### config.mk
export PLATFORM = sky130hd
export DESIGN_NAME = flit_demux_1to2
export DESIGN_NICKNAME = d
export VERILOG_FILES = /design/src/rtl/flit_demux_1to2.sv
export SDC_FILE = /design/constraint.sdc
export NUM_CORES = 1
export LEC_CHECK = 0
export CAP_MARGIN = 20
export CORE_MARGIN = 4
export CORE_UTILIZATION = 50
export CTS_BUF_LIST = sky130_fd_sc_hd__clkbuf_2
export CTS_CLUSTER_DIAMETER = 100
export DETAILED_ROUTE_END_ITERATION = 10
export PLACE_DENSITY = 0.71
export SYNTH_ARGS = -nofsm -noshare
export SYNTH_HDL_FRONTEND = slang
export SYNTH_SLANG_ARGS = --single-unit
### constraint.sdc
create_clock -name clk -period 6.11 [get_ports clk]
set_input_delay 1.222 -clock clk [delete_from_list [all_inputs] [get_ports clk]]
set_output_delay 1.222 -clock clk [all_outputs]
set_load 0.1 [all_outputs]
### src/rtl/flit_demux_1to2.sv
// 1:2 wormhole flit demultiplexer. The head flit's destination picks the output port, and that
// port stays locked until the tail flit. Each port has a registered FIFO with ready/valid
// backpressure. Protocol violations are dropped, flagged on perr and counted.
module flit_demux_1to2 #(
  parameter int         DATAW    = 66,
  parameter int         VCHW     = 2,
  parameter logic [7:0] LOCAL_ID = 8'h04,
  parameter int         DEPTH    = 4,
  parameter int         CNTW     = 16
) (
  input  logic             clk,
  input  logic             rst,
  input  logic [DATAW-1:0] idata,
  input  logic             ivalid,
  input  logic [VCHW-1:0]  ivch,
  output logic             iready,
  output logic [DATAW-1:0] odata_0,
  output logic             ovalid_0,
  output logic [VCHW-1:0]  ovch_0,
  input  logic             oready_0,
  output logic [DATAW-1:0] odata_1,
  output logic             ovalid_1,
  output logic [VCHW-1:0]  ovch_1,
  input  logic             oready_1,
  output logic             perr,
  output logic [CNTW-1:0]  pkt_cnt_0,
  output logic [CNTW-1:0]  pkt_cnt_1,
  output logic [CNTW-1:0]  err_cnt
);

  localparam int AW = $clog2(DEPTH);
  localparam int EW = VCHW + DATAW;

  typedef enum logic [1:0] {IDLE, LOCK0, LOCK1} state_t;
  typedef enum logic [1:0] {FT_NONE = 2'b00, FT_HEAD = 2'b01, FT_TAIL = 2'b10, FT_DATA = 2'b11} ftype_t;

  state_t                         state_q, state_d;
  logic [1:0][DEPTH-1:0][EW-1:0]  mem_q, mem_d;
  logic [1:0][AW:0]               wr_ptr_q, wr_ptr_d, rd_ptr_q, rd_ptr_d;
  logic [1:0][CNTW-1:0]           pkt_cnt_q, pkt_cnt_d;
  logic [CNTW-1:0]                err_cnt_q, err_cnt_d;
  logic                           perr_q, perr_d;

  ftype_t     ftype;
  logic       route;
  logic       lock_port;
  logic [1:0] oready_v, empty, full, pop, can_push, push;

  // Decode the incoming flit and derive per-FIFO status; a full FIFO that pops this cycle can take a push.
  always_comb begin
    ftype     = ftype_t'(idata[DATAW-1 -: 2]);
    route     = (idata[7:0] != LOCAL_ID);
    lock_port = (state_q == LOCK1);
    oready_v  = {oready_1, oready_0};
    for (int unsigned p = 0; p < 2; p++) begin
      empty[p]    = (wr_ptr_q[p] == rd_ptr_q[p]);
      full[p]     = (wr_ptr_q[p][AW] != rd_ptr_q[p][AW]) &&
                    (wr_ptr_q[p][AW-1:0] == rd_ptr_q[p][AW-1:0]);
      pop[p]      = !empty[p] && oready_v[p];
      can_push[p] = !full[p] || pop[p];
    end
  end

  // Input ready depends on flit type/destination and FIFO space only, never on ivalid.
  always_comb begin
    iready = 1'b0;
    case (state_q)
      IDLE:         iready = (ftype == FT_HEAD) ? can_push[route] : 1'b1;
      LOCK0, LOCK1: iready = can_push[lock_port];
      default:      iready = 1'b0;
    endcase
  end

  // Routing FSM: lock on head, forward data, release on tail; illegal flits are dropped and counted.
  always_comb begin
    state_d   = state_q;
    push      = '0;
    perr_d    = 1'b0;
    pkt_cnt_d = pkt_cnt_q;
    err_cnt_d = err_cnt_q;
    if (ivalid && iready) begin
      case (state_q)
        IDLE: begin
          if (ftype == FT_HEAD) begin
            push[route] = 1'b1;
            state_d     = route ? LOCK1 : LOCK0;
          end else if (ftype != FT_NONE) begin
            perr_d = 1'b1;
          end
        end
        LOCK0, LOCK1: begin
          case (ftype)
            FT_HEAD: perr_d = 1'b1;
            FT_DATA: push[lock_port] = 1'b1;
            FT_TAIL: begin
              push[lock_port]      = 1'b1;
              pkt_cnt_d[lock_port] = pkt_cnt_q[lock_port] + CNTW'(1);
              state_d              = IDLE;
            end
            default: ;
          endcase
        end
        default: state_d = IDLE;
      endcase
    end
    if (perr_d) err_cnt_d = err_cnt_q + CNTW'(1);
  end

  // FIFO pointer advance and storage write of {vch, data}.
  always_comb begin
    mem_d    = mem_q;
    wr_ptr_d = wr_ptr_q;
    rd_ptr_d = rd_ptr_q;
    for (int unsigned p = 0; p < 2; p++) begin
      wr_ptr_d[p] = wr_ptr_q[p] + {{AW{1'b0}}, push[p]};
      rd_ptr_d[p] = rd_ptr_q[p] + {{AW{1'b0}}, pop[p]};
      if (push[p]) mem_d[p][wr_ptr_q[p][AW-1:0]] = {ivch, idata};
    end
  end

  // State, FIFO and counter registers with synchronous reset.
  always_ff @(posedge clk) begin
    if (rst) begin
      state_q   <= IDLE;
      mem_q     <= '0;
      wr_ptr_q  <= '0;
      rd_ptr_q  <= '0;
      pkt_cnt_q <= '0;
      err_cnt_q <= '0;
      perr_q    <= 1'b0;
    end else begin
      state_q   <= state_d;
      mem_q     <= mem_d;
      wr_ptr_q  <= wr_ptr_d;
      rd_ptr_q  <= rd_ptr_d;
      pkt_cnt_q <= pkt_cnt_d;
      err_cnt_q <= err_cnt_d;
      perr_q    <= perr_d;
    end
  end

  // FIFO heads drive the outputs; an empty FIFO presents zeros.
  assign ovalid_0  = !empty[0];
  assign ovalid_1  = !empty[1];
  assign odata_0   = empty[0] ? '0 : mem_q[0][rd_ptr_q[0][AW-1:0]][DATAW-1:0];
  assign ovch_0    = empty[0] ? '0 : mem_q[0][rd_ptr_q[0][AW-1:0]][EW-1:DATAW];
  assign odata_1   = empty[1] ? '0 : mem_q[1][rd_ptr_q[1][AW-1:0]][DATAW-1:0];
  assign ovch_1    = empty[1] ? '0 : mem_q[1][rd_ptr_q[1][AW-1:0]][EW-1:DATAW];
  assign perr      = perr_q;
  assign pkt_cnt_0 = pkt_cnt_q[0];
  assign pkt_cnt_1 = pkt_cnt_q[1];
  assign err_cnt   = err_cnt_q;

endmodule
# After elaboration in Yosys (flattened, before gate mapping)
# Cells that the tools add are included.
# totals
regBits	607
latch_bits	0
ramBits	0
rom_bits	0
out_inout_bits	188
word_cells	110
n_memories	0
# op_classes
addsub	6
mul	0
div	0
order_cmp	10
n_eq_ne	14
shift	0
muxes	42
bitwise_logic	0
reduce_logical	21
# ops
operator	count
$bwmux W272	2
$bmux W68 S2	2
$demux W68 S2	2
$mux W68	4
$mux W66	2
$mux W16	3
$add A16 B1 Y16 const B	2
$bwmux W32	1
$demux W16 S1	1
$mux W2	8
$add A3 B1 Y3	4
$lt A2 B3 Y1 const B	4
$mux W1	11
$logic_and A1 B1 Y1	9
$ne A8 B3 Y1 const B	1
$pmux W2 S2	2
$eq A2 B2 Y1 const B	3
$eq A3 B3 Y1	2
$reduce_and A3 Y1	2
$eq A2 B1 Y1 const B	2
$eq A2 B2 Y1	2
$ge A2 B1 Y1 const B	2
$logic_not A1 Y1	4
$lt A1 B2 Y1 const B	2
9 further kinds	16

# Longest topological paths before layout
# Gate-level depths: netlist (run 1).
# depth
word_depth	11
depth_mapped	13
mapped_depth_nobuf	12

# Worst setup path after synthesis (run 1)
# Ideal clock, no wire load.
# synth_path
path_kind	in2out
start	in idata[4]
end	out iready
t_arrival_ns	3.812
slack_ns	1.076
stages	8
path_buffers	3
path_cell_list	buf_2 -> nor4_4 -> nand3_2 -> a22oi_4 -> buf_4 -> buf_4 -> nor2_1 -> nor2_1
# synth_via
elab_chain_len	5
# synth_lines
element	line	text
start, declared	13	input logic [DATAW-1:0] idata,
$ne A8 B3 Y1	52	route = (idata[7:0] != LOCAL_ID);
$mux W1 (not written as such) (2 in a row)	68	IDLE: iready = (ftype == FT_HEAD) ? can_push[route] : 1'b1;
$mux W1	68	
$pmux W1 S2	67	case (state_q)
end, declared	16	output logic iready,
# Every way passes these cells. The select of a mux whose other input is x is not followed.

# Worst setup path after layout (run 1)
# layout_path
start	reg rd_ptr_q[4] in the netlist's numbering
end	out odata_1[59]
# layout_via
elab_chain_len	3
elab_cells_between_ends	4
cone_classes	1 x eq/ne; 3 x mux
# layout_lines
element	line	text
start, declared	39	logic [1:0][AW:0] wr_ptr_q, wr_ptr_d, rd_ptr_q, rd_ptr_d;
start signal, assigned	135	rd_ptr_q <= rd_ptr_d;
$bmux W68 S2	147	assign odata_1 = empty[1] ? '0 : mem_q[1][rd_ptr_q[1][AW-1:0]][DATAW-1:0];
$mux W68	-	
$mux W66 *	147	
end, declared	21	output logic [DATAW-1:0] odata_1,
# Mark *: on every way between the ends. The rest lies on a longest branch, timed or not. The select of a mux whose other input is x is not followed.

==> impl_metrics.ini, run 1 <==
[die]
start_util_pct = 50.5
die_y_um = 238
ios = 261
coreArea_mm2 = 0.0526
rows = 84
dieArea_mm2 = 0.0568
die_w_um = 238

[timing]
slew_violations = 0
min_period_over_period_pct = 96.5
finalHoldViolCount = 0
setup_viol = 0
relSlewSlack_pct = 19.7
max_freq_mhz = 170
rsz0062_at_grt = false
fin_tns_setup_ps = 0
tightest_slew_ps = 1200
hold_ws_ps = 448
clock_skew_ps = 103
period_needed_ps = 5900

[grt]
grt_first_pass_wirelength_um = 125000
met1_usage_pct = 34.0
grt-ovfl-total = 0
grt_use_met3_pct = 6.45
antenna_found_initial = 7
grt_usage_pct = 27.4
grtUsageMet2_pct = 45.9
busiest_layer = met2
grt_pass1_vias = 23488
grt_max_degree = 253

[detailed_routing]
wirelength_um = 80100
vias = 23184
drt-wirelength-per-cell_um = 19.6
drt-pass1-iter-count = 5
ant_nets = 0
drcViolationCount = 0
vias_per_cell = 5.67
drt_iter0_drc = 2156

[logic_synthesis]
synth_edf_count = 0
synth-main-ff-cell = dfxtp_1
synthAdderAreaFrac_pct = 0.613
synth_simple_gate_area_share_pct = 21.9
yosysUniqueCellTypes = 61
synth_cells = 3145
synth_area_per_cell_um2 = 8.43
synth_mux_area_share_pct = 12.2
synth_compound_area_share_pct = 13.1
synth.yosys.warnings = 0
synth_area_mm2 = 0.0265
synth_xor_area_share_pct = 1.22
synth_top_family_by_area = simple AND/OR/NAND/NOR gates
syn-num-nets = 3231
synth-seq-cells = 607
synthArstFlopShare_pct = 0
synth_seq_area_share_pct = 45.8

[outcome]
outcome = finished, final reports clean

[power_and_ir_drop]
ir_worst_vdd_mv = 0.141
leakage_uw = 0.00990
cellPowerDensity_mw_per_mm2 = 247

[setup_path]
startpoint_type = flop
worst_path_max_delay_cell = clkdlybuf4s50_1
cp.arrival_ps = 4670
critPathMaxStageDelay_ps = 970
critical_path_class = reg -> out
end_kind = output pin
ff2ff_setup_slack_ps = 2280
crit_family = buffers and inverters
worst-path-buf-inv = 2
crit_required_ps = 4890
path_max_fanout = 41
worstPathCellList = xnor2_1, and3_4, buf_4, nor2b_1, clkdlybuf4s50_1

[cells_and_area]
final_cell_mix = nand2_1 (1118), dfxtp_1 (603), a21oi_1 (561), clkdlybuf4s50_1 (258), clkbuf_2 (238)
drive_above_1_share_pct = 13.9
final_common_cell = nand2_1
fillerInstances = 4685
layout.nets = 3378
layout-area-overhead-vs-synth_pct = 15.6

[min_path]
hold_path.class = in -> reg

[clock_network]
holdBufCountCts = 0
clockBufferDepth = 3
root_buffer = clkbuf_2
clock_latency_ps = 1320
ctsResizeCount = 0
cts_sinks = 607
clk_pin_slew_ps = 100
h-tree-depth = 4
post_cts_buffers = 0
cts_tree = built
numCtsBuffers = 157

[job]
max_cap_violations = 0

[placed_design]
place.gp.congestion = 0.808
portBuffers = 260
hpwl_um = 46400
state kept, by name, indices dropped and copies added, names as in the netlist:
signal,cells
rd_ptr_q,6
pkt_cnt_0,16
pkt_cnt_1,16
state_q,2
perr,1
wr_ptr_q,6
mem_q,544
err_cnt,16
power by group:
part / switching [uW] / internal (uW) / leakage (uW)
Combinational: 476 / 208 / 0.00389
Sequential: 45.6 / 3990 / 0.00490
Clock: 1630 / 1230 / 0.00111
Total: 2150 / 5430 / 0.00990
stage by stage:
step | area, um^2 | setup slack, ps | std cells | power, uW | utilization, %
6_report | 30700 | 213 | 4091 | 7580 | 58.4
5_1_grt | 30700 | 5.94 | 4090 | 7910 | 58.4
4_1_cts | 30600 | 96.3 | 4084 | 7630 | 58.2
3_5_place_dp | 29200 | 1370 | 3818 | 4790 | 55.5
3_3_place_gp | 29200 | 1490 | 3818 | 4780 | 55.5
2_1_floorplan | 26500 | 1080 | 3145 | 4590 | -
per-layer routing:
metal / up-vias / wire length, um
met5: - / 34
met4: 4 / 2600
met3: 182 / 6560
met2: 965 / 39100
met1: 11187 / 31800
li1: 10846 / -
path summary, 6_finish.rpt:
| check | cells past startpoint | to | start |
|---|---|---|---|
| worst min register to register | 2 | mem_q[215] | mem_q[215] |
| worst max-delay path | 5 | odata_1[59] | rd_ptr_q[4] |
| worst max register to register | 8 | mem_q[57] | rd_ptr_q[4] |
| worst min-delay path | 2 | err_cnt[12] | rst |
cell usage after synthesis, types with 7 or more instances:
master | number | share of area [%]
mux4_2 | 136 | 12
dfxtp_1 | 607 | 46
ha_1 | 13 | 0.61
o211ai_1 | 10 | 0.28
xor2_1 | 21 | 0.69
clkbuf_1 | 159 | 2.3
buf_4 | 14 | 0.40
nor2_1 | 32 | 0.45
buf_1 | 15 | 0.21
nand3_1 | 22 | 0.42
nand2_1 | 1118 | 16
and3_1 | 11 | 0.26
o2111ai_1 | 7 | 0.23
buf_2 | 122 | 2.3
o31ai_1 | 8 | 0.23
a21oi_1 | 561 | 11
xnor2_1 | 16 | 0.53
mux2i_1 | 11 | 0.42
nor3_1 | 11 | 0.21
o21ai_0 | 15 | 0.28
nor2b_1 | 152 | 3.6
logic make-up after synthesis:
| kind of cell | count (synthesis) |
|---|---|
| adders and majority gates | 13 |
| AOI/OAI and AO/OA | 639 |
| and+or+nand+nor | 1380 |
| DFF | 607 |
| xor gates and xnor gates | 37 |
| buffers and inverters | 317 |
| muxes | 152 |
cell type report:
| type | instances | area, um^2 | area share, % |
|---|---|---|---|
| inverter | 7 | 26.3 | 0.0857 |
| clock buffer | 238 | 1190 | 3.88 |
| clock inverter | 28 | 248 | 0.808 |
| multi-input combinational | 2222 | 13100 | 42.8 |
| antenna | 4 | 10.0 | 0.0326 |
| timing repair buffer | 297 | 3040 | 9.90 |
| tap | 688 | 861 | 2.81 |
| sequential | 607 | 12200 | 39.7 |
No activity file was read; power rests on OpenSTA's default activity.
==> inputs of run 2 (changes only) <==
--- a/config.mk
+++ b/config.mk
@@ -7,11 +7,10 @@
 export LEC_CHECK = 0
 export CAP_MARGIN = 20
 export CORE_MARGIN = 4
-export CORE_UTILIZATION = 50
+export CORE_UTILIZATION = 35
 export CTS_BUF_LIST = sky130_fd_sc_hd__clkbuf_2
 export CTS_CLUSTER_DIAMETER = 100
 export DETAILED_ROUTE_END_ITERATION = 10
-export PLACE_DENSITY = 0.71
 export SYNTH_ARGS = -nofsm -noshare
 export SYNTH_HDL_FRONTEND = slang
 export SYNTH_SLANG_ARGS = --single-unit
==> impl_metrics.ini, run 2 (synthesis gave the netlist of run 1 again) <==
[detailed_routing]
drt_iter0_drc = 1614
drt-wirelength-per-cell_um = 18.6
vias = 22390
drcViolationCount = 0
drt-pass1-iter-count = 5
wirelength_um = 81700
ant_nets = 0
vias_per_cell = 5.10
wl_met1_um = 35900
routed-wl-met2_um = 39900
dr.max_layer_used = met4
wl_met3_um = 4590

[outcome]
outcome = finished, final reports clean

[setup_path]
worst_path_max_delay_cell = clkdlybuf4s50_1
cp.arrival_ps = 4620
critical_path_class = reg -> out
end_kind = output pin
path_max_fanout = 41
startpoint_type = flop
worstPathCellList = buf_4, mux4_2, nor2b_1, clkdlybuf4s50_1
critPathMaxStageDelay_ps = 1240
crit_required_ps = 4890

[clock_network]
cts_tree = built
clockBufferDepth = 3
root_buffer = clkbuf_2
post_cts_buffers = 0
clock_latency_ps = 1320
h-tree-depth = 4
clk_pin_slew_ps = 100
ctsResizeCount = 0
cts_sinks = 607
holdBufCountCts = 0
numCtsBuffers = 166

[power_and_ir_drop]
cellPowerDensity_mw_per_mm2 = 242
leakage_uw = 0.00987
ir_worst_vdd_mv = 0.0958

[grt]
antenna_found_initial = 4
grt_first_pass_wirelength_um = 128000
grt_max_degree = 222
grt-ovfl-total = 0
grt_usage_pct = 19.9
grt_pass1_vias = 22142

[cells_and_area]
final_cells = 4386
final_cell_mix = nand2_1 (1118), dfxtp_1 (603), a21oi_1 (561), clkdlybuf4s50_1 (258), clkbuf_2 (241)
layout.nets = 3389
fin_util_pct = 41.4
top_register = mem_q
drive_above_1_share_pct = 14.1
finalInstanceArea_mm2 = 0.0310
largest_reg_flops = 544
layout-area-overhead-vs-synth_pct = 16.9
final_common_cell = nand2_1

[die]
coreArea_mm2 = 0.0748
dieArea_mm2 = 0.0802
die_y_um = 283
start_util_pct = 35.4
rows = 100
die_w_um = 283
ios = 261

[placed_design]
dpl_cell_area_mm2 = 0.0296
pre_cts_ws_ps = 1200
portBuffers = 260
hpwl_um = 46500
place.gp.congestion = 0.729
dp.cells = 4104

[timing]
period_needed_ps = 5840
tightest_slew_ps = 1160
clock_skew_ps = 110
slew_violations = 0
min_period_over_period_pct = 95.6
relSlewSlack_pct = 22.4
finalHoldViolCount = 0
setup_slack_ps = 271
setup_viol = 0
max_freq_mhz = 171

[min_path]
hold_path.class = in -> reg

[job]
max_cap_violations = 0
## run 2: power by group
| group | total, uW | switching (uW) | internal [uW] |
|---|---|---|---|
| combinational | 676 | 469 | 207 |
| clock | 2800 | 1710 | 1090 |
| sequential | 4030 | 42.4 | 3990 |
## run 2: worst max-delay path, delay by kind of cell (launching register included)
family	cells	cell delay, ps
buf+inv	2	1800
mux	1	310
simple gates	1	430
flops	1	840
## run 2: path summary, 6_finish.rpt
kind                      to   startpoint  slack, ps  cells after the start
setup reg to reg  mem_q[103]  rd_ptr_q[0]       2460                      8
hold / removal          perr          rst        430                      2
setup / recovery  odata_0[4]  rd_ptr_q[0]        270                      4
hold reg to reg   mem_q[101]   mem_q[101]        450                      2
## run 2: layout make-up
class	count	area, um^2
fill	7554	43800
multi-input combinational	2221	13100
sequential	607	12200
timing repair buffer	300	3040
tap	969	1210
clock buffer	241	1210
clock inverter	38	204
inverter	7	26.3
antenna	3	7.51
## run 2: per-layer routing
layer / GRT usage, % / up-vias
li1: - / 10874
met1: 25.8 / 10795
met2: 33.6 / 613
met3: 4.12 / 108
met4: 5.57 / 0
met5: 0 / -
## run 2: per-stage QoR
| step | TNS (ps) | hold slack (ps) | power [uW] |
|---|---|---|---|
| after global placement | 0 | 438 | 4810 |
| after detailed placement | 0 | 443 | 4810 |
| final | 0 | 431 | 7510 |
| after global routing | -3.74 | 313 | 7880 |
| after CTS | 0 | 251 | 7630 |
| after floorplan | 0 | 433 | 4590 |
